===== config.mk =====
export PLATFORM = sky130hd
export DESIGN_NAME = serial_rx_deser
export DESIGN_NICKNAME = d
export VERILOG_FILES = /design/src/rtl/serial_rx_deser.sv
export SDC_FILE = /design/constraint.sdc
export NUM_CORES = 1
export LEC_CHECK = 0
export CAP_MARGIN = 20
export CORE_ASPECT_RATIO = 0.8
export CORE_MARGIN = 3
export CORE_UTILIZATION = 30
export DETAILED_ROUTE_END_ITERATION = 10
export PLACE_DENSITY_LB_ADDON = 0.05
export SLEW_MARGIN = 20
export SYNTH_ARGS = -nofsm -noshare
export SYNTH_HDL_FRONTEND = slang
export SYNTH_SLANG_ARGS = --single-unit

===== constraint.sdc =====
create_clock -name clk -period 1.3 [get_ports clk]
set_input_delay 0.26 -clock clk [delete_from_list [all_inputs] [get_ports clk]]
set_output_delay 0.26 -clock clk [all_outputs]
set_load 0.05 [all_outputs]

===== src/rtl/serial_rx_deser.sv =====
// serial_rx_deser: framed serial-to-parallel receiver with a valid/ready word output and sticky error flags.
module serial_rx_deser #(
    parameter int WIDTH     = 8,
    parameter bit LSB_FIRST = 1'b1
) (
    input  logic             clk,
    input  logic             rst,
    input  logic             bit_en,
    input  logic             sin,
    input  logic             clr_err,
    output logic [WIDTH-1:0] dout,
    output logic             dout_valid,
    input  logic             dout_ready,
    output logic             busy,
    output logic             frame_err,
    output logic             overrun
);
    localparam int CW = $clog2(WIDTH + 1);

    typedef enum logic [1:0] {IDLE, DATA, STOP, BREAK} state_t;

    state_t           state_q, state_d;
    logic [WIDTH-1:0] sh_q, sh_d, dout_q, dout_d;
    logic [CW-1:0]    cnt_q, cnt_d;
    logic             valid_q, valid_d, ferr_q, ferr_d, ovr_q, ovr_d, busy_q;

    always_comb begin
        state_d = state_q;
        sh_d    = sh_q;
        cnt_d   = cnt_q;
        dout_d  = dout_q;
        valid_d = valid_q & ~dout_ready;
        ferr_d  = clr_err ? 1'b0 : ferr_q;
        ovr_d   = clr_err ? 1'b0 : ovr_q;
        if (bit_en) begin
            case (state_q)
                IDLE: begin
                    state_d = sin ? IDLE : DATA;
                    cnt_d   = '0;
                end
                DATA: begin
                    sh_d    = LSB_FIRST ? {sin, sh_q[WIDTH-1:1]} : {sh_q[WIDTH-2:0], sin};
                    cnt_d   = cnt_q + CW'(1);
                    state_d = (cnt_q == CW'(WIDTH - 1)) ? STOP : DATA;
                end
                STOP: begin
                    state_d = sin ? IDLE : BREAK;
                    ferr_d  = ~sin | ferr_d;
                    // A word consumed on this very edge frees the slot for the new one.
                    if (sin && (!valid_q || dout_ready)) begin
                        dout_d  = sh_q;
                        valid_d = 1'b1;
                    end else if (sin) begin
                        ovr_d = 1'b1;
                    end
                end
                default: state_d = sin ? IDLE : BREAK;
            endcase
        end
    end

    always_ff @(posedge clk or negedge rst) begin
        if (!rst) begin
            state_q <= IDLE;
            sh_q    <= '0;
            cnt_q   <= '0;
            dout_q  <= '0;
            valid_q <= 1'b0;
            ferr_q  <= 1'b0;
            ovr_q   <= 1'b0;
            busy_q  <= 1'b0;
        end else begin
            state_q <= state_d;
            sh_q    <= sh_d;
            cnt_q   <= cnt_d;
            dout_q  <= dout_d;
            valid_q <= valid_d;
            ferr_q  <= ferr_d;
            ovr_q   <= ovr_d;
            busy_q  <= state_d != IDLE;
        end
    end

    assign dout       = dout_q;
    assign dout_valid = valid_q;
    assign busy       = busy_q;
    assign frame_err  = ferr_q;
    assign overrun    = ovr_q;
endmodule


==> results by group <==
Outcome
  – Status: finished with violations
  – Failing checks: negative setup slack

Logic synthesis
  – Ys async rst share: 100%
  – Largest cells by area after synthesis: dfrtp_1 61%, mux2_1 8.5%, mux2_2 8.5%
  – Top FF cell, synth: dfrtp_1
  – Most frequent cell after synthesis: dfrtp_1
  – Synth area leader: dfrtp_1
  – #FFs+latches synth: 26
  – Syn. warnings: 0
  – Count of cell types in the netlist: 24
  – Largest family of logic cells by synthesized area: multiplexers
  – Post-synthesis compound-gate area fraction: 5.77%
  – Cells after Synth: 81
  – Avg Cell Area, Syn: 13.1 um2
  – Top cells by count, synth: 26 x dfrtp_1, 9 x nand2_1, 8 x mux2_1, 8 x mux2_2, 5 x nand2b_1
  – Simple-Gate Fraction of Synth Area: 12.6%
  – Mux contribution to synthesized area: 17.0%
  – Adder-Cell Fraction of Synth Area: 1.18%
  – Top cell type's share of synthesized area: 61.2%
  – Sequential fraction of the synthesis area: 61.2%
  – Cell area after synthesis: around 1100 um2
  – Mapped Nets: 88
  – Xor/xnor share of the synthesized area: 0%
  – EDFF count, synth: 0

Timing
  – Setup TNS: -0.0824 ns
  – Unrepaired setup endpoints after global routing: yes
  – Final critical-path share of the clock period: 101%
  – Worst hold slack: 0.351 ns
  – Setup-failing EPs final: 8
  – Max frequency: 0.761 GHz
  – Skew final: 0.00348 ns
  – Max-slew headroom: 84.4%
  – Final-report max-slew violation count: 0
  – Final worst slack: -0.0147 ns
  – Hold Vio Cnt, Final: 0
  – Least-Margin Pin Slew: between 0.2 and 0.25 ns
  – Final min period: 1.31 ns

CTS
  – Clk slew on worst S/H paths: 0.09 ns
  – CTS tree: yes
  – Num CTS Buffers: 3
  – CTS max path bufs: 2
  – Sink Count: 26
  – Worst-Skew Late Latency: approximately 0.26 ns
  – Root Buffer: clkbuf_8
  – H-Tree Depth: 1
  – # hold bufs at CTS: 0

Critical path
  – Worst EP required: 1.45 ns
  – CP max FO: 8
  – Worst Reg-to-Reg Cells: 4
  – CP max stage cell: dfrtp_1
  – Worst path max stage delay: roughly 0.38 ns
  – CP endpoint kind: flop
  – R2R Setup Slk: -0.01 ns
  – Critical Path Source Type: flop
  – WS Path Type: reg2reg
  – CP cell instances: nand4b_1 > nor2b_2 > buf_6 > mux2_4
  – CP Data Arrival Time: between 1 and 1.5 ns

Global routing
  – Initial antenna violation count: 0
  – First-pass GRT wire length: 3250 um
  – Pin count of the biggest net entering global routing: 27
  – Number of global-route vias before repair: 715
  – Total Routing Usage GR: under 10%
  – Gr ovfl total: 0

Drt
  – DR vias: 700
  – Drt first pass iters: 4
  – Via density: approximately 4.6
  – DRC violations left: 0
  – WL/cell: 12.2 um
  – Initial drt markers: 22
  – Final wirelength: 1860 um
  – Antenna-violating nets left: 0

Layout
  – Nets: 120
  – Synth-to-Final Area Change: 50.2%
  – Layout cell share with drive strength beyond 1: 42.9%
  – Antenna Cells: 0
  – Finished Core Util: 49.2%

Run
  – Maxcap violations: 0

Power and ir drop
  – PD cells: 1770 nW/um2
  – Power Total: 2.82 mW
  – Worst vdd ir: between 900 and 1000 uV
  – Leakage: 0.727 nW

Die
  – Initial cell density of the core: between 30% and 40%
  – DIE AREA: 4300 um2
  – Die Span Y: 59.2 um
  – Num ports: 18
  – Die boundary width: 72.5 um
  – Placeable Area: 3240 um2
  – Num rows: 18

Place
  – I/O Buffers: 17
  – HPWL Detailed: 1300 um
  – Routability cong.: about 0.76

Min path
  – Worst min path class: in2async
==> cell usage in the layout (no fill, tap or decap), types with 2 or more instances in the layout <==
| cell type | count |
|---|---|
| inv_1 | 3 |
| nand3_1 | 3 |
| clkdlybuf4s50_1 | 3 |
| buf_4 | 9 |
| mux2_2 | 8 |
| nand2b_1 | 5 |
| clkbuf_8 | 4 |
| buf_12 | 14 |
| o21ai_0 | 3 |
| mux2_4 | 8 |
| dfrtp_1 | 25 |
| dlygate4sd2_1 | 2 |
| nand2_1 | 9 |
==> routing by layer <==
| metal | GRT usage (%) | up-vias | wire length, um |
|---|---|---|---|
| met2 | 14.8 | 16 | 771 |
| met5 | 0 | - | 0 |
| met3 | 3.56 | 2 | 116 |
| met4 | 2.37 | 0 | 15 |
| li1 | - | 344 | - |
| met1 | 13.9 | 338 | 956 |
==> metrics by stage <==
step | setup slack (ns) | area (um2) | instances
finish | -0.0147 | 1600 | 152
floorplan | -0.0942 | 1070 | 81
detailed placement | -0.348 | 1500 | 147
CTS | -0.0468 | 1590 | 152
global placement | -0.346 | 1500 | 147
global route | -0.112 | 1600 | 152
==> state kept, by name (all words and copies together), names as in the netlist <==
register / cells
sh_q: 8
dout_valid: 1
state_q: 2
busy: 1
cnt_q: 4
overrun: 1
dout: 8
frame_err: 1
==> power by group <==
group	total [mW]	internal (mW)	leakage (nW)	switching, mW
clock network	0.507	0.270	0.0288	0.236
registers	1.26	1.06	0.323	0.198
logic	1.05	0.601	0.375	0.454
==> worst max-delay path: cells and delay by family, from the launching register on <==
family / cells / cell delay [ns]
flip-flops: 1 / 0.38
AND/OR/NAND/NOR: 2 / 0.35
multiplexers: 1 / 0.31
buffers and inverters: 1 / 0.16
==> path summary, 6_finish.rpt <==
check                              to       start
max                           dout[6]  state_q[0]
min                          cnt_q[3]         rst
max reg2reg                   dout[6]  state_q[0]
min reg2reg                   dout[0]     sh_q[0]
max in group asynchronous  dout_valid         rst
min in group clk              sh_q[7]         sin
==> timing repair <==
| action | CTS | global route |
|---|---|---|
| endpoints found under the setup margin | 9 | 9 |
| gates resized for setup | 11 | 1 |
| buffers inserted | 1 | 0 |
| pin swaps | 1 | 0 |
| gates cloned | 0 | 0 |
==> cell families (layout without fill, tap and decap cells) <==
group                    Yosys count  in the layout
flip-flops                        26             26
multiplexers                      16             16
AND/OR/NAND/NOR                   24             24
buffers and inverters              5             36
adder cells (fa/ha/maj)            1              1
AO/OA/AOI/OAI                      9              9
==> layout make-up <==
type                    count  area (um2)
clock buffers               4        55.1
flip-flops and latches     26         652
well taps                  40        50.0
multi-input cells          50         420
fillers                   308        1650
repair buffers             29         407
inverters                   3        11.3
(Power assumes the default switching activity.)
